**config.mk**
```make
export PLATFORM = sky130hd
export DESIGN_NAME = packet_rx_framer
export DESIGN_NICKNAME = d
export VERILOG_FILES = /design/src/rtl/packet_rx_framer.sv
export SDC_FILE = /design/constraint.sdc
export NUM_CORES = 1
export LEC_CHECK = 0
export BUFFER_PORTS_ARGS = -buffer_cell sky130_fd_sc_hd__buf_2
export CAP_MARGIN = 20
export CORE_MARGIN = 5
export CORE_UTILIZATION = 52
export CTS_BUF_LIST = sky130_fd_sc_hd__clkbuf_2 sky130_fd_sc_hd__clkbuf_4 sky130_fd_sc_hd__clkbuf_8
export DETAILED_ROUTE_END_ITERATION = 10
export PLACE_DENSITY = 0.68
export RECOVER_POWER = 100
export SLEW_MARGIN = 20
export SYNTH_ARGS = -nofsm -noshare
export SYNTH_HDL_FRONTEND = slang
export SYNTH_SLANG_ARGS = --single-unit
export TNS_END_PERCENT = 50
```
**constraint.sdc**
```tcl
create_clock -name clk -period 13.9 [get_ports clk]
set_input_delay 0.695 -clock clk [delete_from_list [all_inputs] [get_ports clk]]
set_output_delay 0.695 -clock clk [all_outputs]
set_load 0.02 [all_outputs]
```
**src/rtl/packet_rx_framer.sv**
```systemverilog
// packet_rx_framer: validates HDR/LEN/payload/TRL frames, buffers payload, releases only committed packets
// Ports: clk, rst_n (async active-low); rx_en/rx_data byte stream in;
// out_valid/out_data/out_last/out_ready committed payload out;
// pkt_ok/pkt_err one-cycle commit/drop pulses; ok_cnt/err_cnt wrapping packet counters.
module packet_rx_framer #(
  parameter int          DEPTH   = 32,
  parameter int          MAX_LEN = 16,
  parameter logic [15:0] HDR     = 16'hDEAD,
  parameter logic [15:0] TRL     = 16'hBEEF
) (
  input  logic       clk,
  input  logic       rst_n,
  input  logic       rx_en,
  input  logic [7:0] rx_data,
  output logic       out_valid,
  output logic [7:0] out_data,
  output logic       out_last,
  input  logic       out_ready,
  output logic       pkt_ok,
  output logic       pkt_err,
  output logic [7:0] ok_cnt,
  output logic [7:0] err_cnt
);
  localparam int AW = $clog2(DEPTH);
  localparam logic [8:0] MAXL = 9'(MAX_LEN);
  localparam logic [2:0] IDLE = 3'd0, HDR2 = 3'd1, LEN = 3'd2, PAYLOAD = 3'd3,
                         TRL1 = 3'd4, TRL2 = 3'd5, DROP = 3'd6;
  logic [2:0]  state, nstate;
  logic [AW:0] wr_ptr, commit_ptr, rd_ptr, used;
  logic [7:0]  rem;
  logic [8:0]  free;
  logic [8:0]  mem [DEPTH];
  logic [8:0]  rd_e;
  logic        err, commit, wr, rd, len_bad;
  assign used      = wr_ptr - rd_ptr;
  assign free      = 9'(DEPTH) - 9'(used);
  assign out_valid = rd_ptr != commit_ptr;
  assign rd_e      = mem[rd_ptr[AW-1:0]];
  assign out_data  = out_valid ? rd_e[7:0] : 8'h00;
  assign out_last  = out_valid & rd_e[8];
  assign rd        = out_valid & out_ready;
  assign len_bad   = rx_data == 8'd0 || {1'b0, rx_data} > MAXL || {1'b0, rx_data} > free;
  always_comb begin
    nstate = state;
    err    = 1'b0;
    commit = 1'b0;
    wr     = 1'b0;
    if (!rx_en) begin
      nstate = IDLE;
      err    = state != IDLE && state != DROP;
    end else begin
      case (state)
        IDLE:    begin err = rx_data != HDR[15:8]; nstate = err ? DROP : HDR2; end
        HDR2:    begin err = rx_data != HDR[7:0];  nstate = err ? DROP : LEN;  end
        LEN:     begin err = len_bad;              nstate = err ? DROP : PAYLOAD; end
        PAYLOAD: begin wr = 1'b1; nstate = rem == 8'd1 ? TRL1 : PAYLOAD; end
        TRL1:    begin err = rx_data != TRL[15:8]; nstate = err ? DROP : TRL2; end
        TRL2:    begin err = rx_data != TRL[7:0];  commit = !err; nstate = err ? DROP : IDLE; end
        default: nstate = DROP;
      endcase
    end
  end
  always_ff @(posedge clk or negedge rst_n) begin
    if (!rst_n) begin
      state      <= IDLE;
      wr_ptr     <= '0;
      commit_ptr <= '0;
      rd_ptr     <= '0;
      rem        <= '0;
      pkt_ok     <= 1'b0;
      pkt_err    <= 1'b0;
      ok_cnt     <= '0;
      err_cnt    <= '0;
    end else begin
      state   <= nstate;
      pkt_ok  <= commit;
      pkt_err <= err;
      if (err) wr_ptr <= commit_ptr;
      else if (wr) wr_ptr <= wr_ptr + 1'b1;
      if (commit) commit_ptr <= wr_ptr;
      if (rd) rd_ptr <= rd_ptr + 1'b1;
      if (state == LEN && rx_en) rem <= rx_data;
      else if (wr) rem <= rem - 8'd1;
      if (commit) ok_cnt <= ok_cnt + 8'd1;
      if (err) err_cnt <= err_cnt + 8'd1;
    end
  end
  always_ff @(posedge clk) begin
    if (wr) mem[wr_ptr[AW-1:0]] <= {rem == 8'd1, rx_data};
  end
endmodule

```
; Word level (Yosys, flattened, before mapping)
; Memories as Yosys holds them, arrays and structs flattened.
; Cells that the tools add are included.
[op_classes]
n_lt_le_gt_ge = 2
div = 0
multipliers = 0
shifts = 0
n_eq_ne = 12
mux = 21
n_addsub = 7
n_bitwise = 2
reduce_logical = 10
[op_table]
columns = op, count
row1 = 8-bit != test (second input constant), 4
row2 = 8-bit 2-to-1 mux, 3
row3 = 3-bit 2-to-1 mux, 6
row4 = 3-bit one-hot mux with 6 select lines, 1
row5 = 8-bit by 1-bit adder with 8-bit output (second input constant), 2
row6 = 6-bit by 1-bit adder with 6-bit output (second input constant), 2
row7 = 6-bit 2-to-1 mux, 2
row8 = 8-bit by 9-bit > comparator with 1-bit output, 1
row9 = 8-bit by 1-bit == test with 1-bit output (second input constant), 1
row10 = 8-bit by 5-bit > comparator with 1-bit output (second input constant), 1
row11 = 8-bit zero test, 1
row12 = 8-bit by 1-bit subtractor with 8-bit output (second input constant), 1
row13 = 1-bit 2-to-1 mux, 7
row14 = 6-bit by 6-bit subtractor with 7-bit output (first input constant), 1
row15 = 3-bit by 2-bit == test with 1-bit output (second input constant), 2
row16 = 3-bit == test (second input constant), 2
row17 = 6-bit != test, 1
row18 = 6-bit subtractor, 1
row19 = 1-bit one-hot mux with 5 select lines, 1
row20 = 2-bit nonzero test, 2
row21 = 3-bit by 1-bit == test with 1-bit output (second input constant), 1
row22 = 3-bit zero test, 1
row23 = 3-bit != test (second input constant), 1
row24 = 3-bit nonzero test, 1
row25 = 5 further kinds, 8
[totals]
mem_bits_ro = 0
memories = 1
regBits = 47
word_cells = 64
ramBits = 288
output_inout_bits = 28
latch_bits = 0
input_bits = 12
[mem_list]
columns = name, words, word_bits, read_ports, rd_clocked_by_memory_dff, wr, line_no
row1 = mem, 32, 9, 1, 0, 1, 32  ; logic [8:0] mem [DEPTH];

; Depth between registers and ports, before layout
[logic_depth]
word_depth = 7
mapped_depth = 20
mapped_depth_nobuf = 19

; Least setup slack after synthesis
; Ideal clock, no wire load.
[synth_timing]
path_kind = reg2reg
start = register rd_ptr[2]
end = register wr_ptr[1]
slack_ps = 9413
stages_incl_launch_ff = 20
period_less_slack_ps = 4487
setup_time_ps = 136
t_required_ps = 13764
n_path_buf = 3
arrival_ps = 4351
cell_sequence = dfrtp_1 clkbuf_1 inv_2 clkbuf_1 ha_1 a21o_1 a21oi_1 xnor2_1 or2_1 o22ai_1 ha_1 nand4b_1 nor2_1 nand3_1 or4_1 a31oi_4 o21ai_4 buf_6 a22oi_2 o31ai_2
[synth_via]
elab_chain_cells = 7
word_cells_on_any_way = 8
classes_between = add/sub (2) / order compare (1) / mux (3) / reduce/logical (2)
[synth_rtl]
columns = element, line_no
row1 = from (decl), 29  ; logic [AW:0] wr_ptr, commit_ptr, rd_ptr, used;
row2 = from (signal assigned), 81  ; if (rd) rd_ptr <= rd_ptr + 1'b1;
row3 = 6-bit subtractor *, 35  ; assign used = wr_ptr - rd_ptr;
row4 = 6-bit by 6-bit subtractor with 7-bit output *, 36  ; assign free = 9'(DEPTH) - 9'(used);
row5 = 8-bit by 9-bit > comparator with 1-bit output *, 42  ; assign len_bad = rx_data == 8'd0 || {1'b0, rx_data} > MAXL || {1'b0, rx_data} > free;
row6 = 1-bit logical OR *, 42
row7 = 1-bit one-hot mux with 5 select lines *, 52  ; case (state)
row8 = 1-bit 2-to-1 mux *, 48  ; if (!rx_en) begin
row9 = via err, 34  ; logic err, commit, wr, rd, len_bad;
row10 = 6-bit 2-to-1 mux / 2-bit nonzero test (equally long branches), -
row11 = to (signal assigned), 78  ; if (err) wr_ptr <= commit_ptr;
row12 = to (signal assigned), 79  ; else if (wr) wr_ptr <= wr_ptr + 1'b1;
row13 = to (decl), 29
; Mark *: on every way through the listed nets, which the timed path passes. The rest lies on a longest branch.
; A chain may end at the register's enable or synchronous reset.

; Final worst setup path
[layout_timing]
start = register rd_ptr[0]
end = register wr_ptr[5]
[layout_via]
elab_chain_cells = 7
word_cells_on_any_way = 8
classes_between = add/sub (2) / order compare (1) / mux (3) / reduce/logical (2)
[layout_rtl]
columns = element, line_no
row1 = 6-bit subtractor *, 35
row2 = 6-bit by 6-bit subtractor with 7-bit output *, 36
row3 = 8-bit by 9-bit > comparator with 1-bit output *, 42
row4 = 1-bit logical OR *, 42
row5 = 1-bit one-hot mux with 5 select lines *, 52
row6 = 1-bit 2-to-1 mux *, 48
row7 = 6-bit 2-to-1 mux / 2-bit nonzero test (equally long branches), -
; Mark *: on every way between the ends. The rest lies on a longest branch, timed or not.

==> impl_metrics.ini <==
[timing]
layout_worst_path_cycle_share_pct = 50.78
setup_tns_ns = 0
max_slew_margin_pct = -213.7
fin_crit_ns = 7.059
setup_viol = 0
rsz0062_at_grt = no
tightestPinTransition_ns = 4.705
timing.hold.ws_ns = 0.4810
slew_viol_final = 531
setup_ws_ns = 6.841
hold_viol = 0
fin_skew_ns = 0.03590
max_freq_mhz = 141.7

[clocking]
cts_hold_buffers = 0
cts_max_level = 2
insertion_delay_ns = 0.57
cts_resized = 0
clk_path_buf_depth = 3
numCtsBuffers = 53
tritoncts = done
root_buffer = clkbuf_8
path_clk_slew_ns = 0.06
post_cts_buffers = 0
clock_sinks = 335

[global_routing]
grt_most_used_layer = met2
grt_pass1_vias = 7917
antenna_found_initial = 0
grt_use_met3_pct = 4.284
grt_max_degree = 76
grt_overflow = 0
grt_use_total_pct = 20.03
met1_usage_pct = 28.55
grt_pass1_wl_mm = 46.73
grt_use_met2_pct = 32.08

[logic_synthesis]
syn_avg_cell_area_um2 = 17.71
synthesis.instances = 799
yosysSeqAreaShare_pct = 69.43
syn_nets = 836
yosysUniqueCellTypes = 62
synth_edf_count = 288
ys_seq_elements = 335
syn_area_um2 = 14150
ys.flop_type = edfxtp_1
ys_warn_count = 0
async_reset_ff_share_pct = 14.03

[routing]
detail-route-antenna-nets = 0
via_per_inst = 6.027
dr.pass1.iters = 6
routed_wl_mm = 30.14
vias = 7516
drc = 0
wl_per_cell_um = 24.17
drtIter0Drc = 727

[setup_path]
cp_data_arrival_time_ns = 7.49
end_kind = flop
start_kind = flop
critPathMaxFanout = 38
cp_data_required_time_ns = 14.33
path_class = flop to flop

[place]
place_ws_ns = 9.072
place_hpwl_mm = 18.37
place.port_buffers = 39
routabilityCongestion = 0.8338

[pwr]
vdd_ir_drop_max_v = 0.0001520
p_per_area_nw_per_um2 = 183.9
p_leak_nw = 5.256

[layout]
nNetsFinal = 902
diodes = 0
drive_gt1_share_pct = 22.19
area.growth.synth_to_final_pct = 10.74

[flow_run]
drv_cap = 13

[die]
row_count = 60
die_height_um = 175.0
core_area_um2 = 26880
fp.dieW_um = 175.0
initial_core_util_pct = 52.65
io_pins = 40
die-area_um2 = 30610

[outcome]
violations = max-capacitance violations, max-slew violations
outcome = finished with violations

[min_path]
hold_path_class = flop to flop
==> cells by family after synthesis <==
logic type      Yosys count  synth area share [%]
buf+inv                  55                 1.574
mux                      99                 15.03
flops                   335                 69.43
simple gates            175                 5.986
compound gates           76                 3.616
xor+xnor                 34                 2.104
fa+ha+maj                25                 2.264
==> cell type report <==
class | count | area, µm²
multi-input cells | 409 | 4098
inverters | 21 | 78.83
repair buffers | 45 | 177.7
clock buffers | 76 | 920.9
clock inverters | 20 | 143.9
fillers | 2027 | 11200
well taps | 341 | 426.7
flip-flops and latches | 335 | 9826
==> Yosys cell counts (all sizes together), types with 4 or more instances <==
cell | n | area [µm²]
o21a | 5 | 37.54
mux4 | 90 | 2027
nand3 | 11 | 55.05
ha | 24 | 300.3
nand2 | 54 | 202.7
nand4 | 13 | 81.33
a21oi | 23 | 115.1
or3 | 5 | 31.28
mux2 | 8 | 90.09
o21ai | 21 | 116.4
buf | 13 | 65.06
nor3 | 5 | 25.02
xnor2 | 24 | 210.2
edfxtp | 288 | 8648
dfrtp | 47 | 1176
nor2 | 55 | 206.5
xor2 | 10 | 87.58
clkbuf | 21 | 78.83
o22ai | 4 | 25.02
inv | 21 | 78.83
==> power by group <==
group / internal, W / switching (W) / total, W / leakage, nW
Clock: 0.000463 / 0.000364 / 0.000828 / 0.569
Sequential: 0.00112 / 0.0000785 / 0.00120 / 3.24
Combinational: 0.000416 / 0.000442 / 0.000858 / 1.45
==> through the flow <==
stage / cells / area, µm² / total power, W / utilization (%)
finish: 1247 / 15670 / 0.002882 / 58.31
global route: 1247 / 15670 / 0.003027 / 58.31
CTS: 1247 / 15740 / 0.002881 / 58.58
detailed placement: 1151 / 14680 / 0.002052 / 54.62
global placement: 1151 / 14680 / 0.002027 / 54.62
floorplan: 799 / 14150 / 0.001799 / -
==> flip-flops by register name, indices dropped and copies added, names as in the netlist <==
name / count
commit_ptr: 6
err_cnt: 8
mem: 288
ok_cnt: 8
pkt_err: 1
pkt_ok: 1
rd_ptr: 6
rem: 8
state: 3
wr_ptr: 6
==> critical path, stage by stage (launching register included) <==
cell and delay (ns):
dfrtp_1 1.88, ha_1 0.40, inv_1 0.06, fa_1 0.40, a21o_1 0.17, a21oi_1 0.16
xnor2_1 0.11, or2_0 0.28, nor2_1 0.14, xor2_1 0.20, ha_1 0.23, a211oi_1 0.12
o211ai_1 0.15, a311o_1 0.26, a31oi_4 0.09, o21ai_0 1.61, nor2_1 0.27, a221o_1 0.39
==> metal layers <==
metal	vias up	wire length, µm
li1	3315	-
met1	3878	12860
met2	272	14510
met3	51	2114
met4	0	646
met5	-	0
==> final timing paths <==
check | end | slack [ns] | startpoint | cells past startpoint
worst min-delay path | ok_cnt[7] | 0.48 | ok_cnt[7] | 1
worst max-delay path | wr_ptr[5] | 6.84 | rd_ptr[0] | 17
worst max register to register | wr_ptr[5] | 6.84 | rd_ptr[0] | 17
min in group asynchronous | wr_ptr[2] | 0.94 | rst_n | 1
worst min register to register | ok_cnt[7] | 0.48 | ok_cnt[7] | 1
max in group asynchronous | rd_ptr[1] | 11.32 | rst_n | 1
==> cell usage in the layout, fill, tap and decap left out, drive strengths merged, types with 3 or more instances in the layout <==
cell type  Yosys  layout
edfxtp       288     288
clkbuf        21     116
mux4          90      90
nor2          55      55
nand2         54      54
dfrtp         47      47
xnor2         24      24
ha            24      24
a21oi         23      23
inv           21      23
o21ai         21      21
clkinv         0      16
nand4         13      13
nand3         11      11
xor2          10      10
mux2           8       8
o21a           5       5
or3            5       5
nor3           5       5
buf           13       5
o22ai          4       4
and4           3       3
nor4           3       3
nand4b         3       3
nor2b          3       3
nand3b         3       3
and3           3       3
a221o          3       3
or4            3       3
a31oi          3       3
o31ai          3       3
or3b           3       3
or2            3       3
Power figures use the tool's default switching activity.
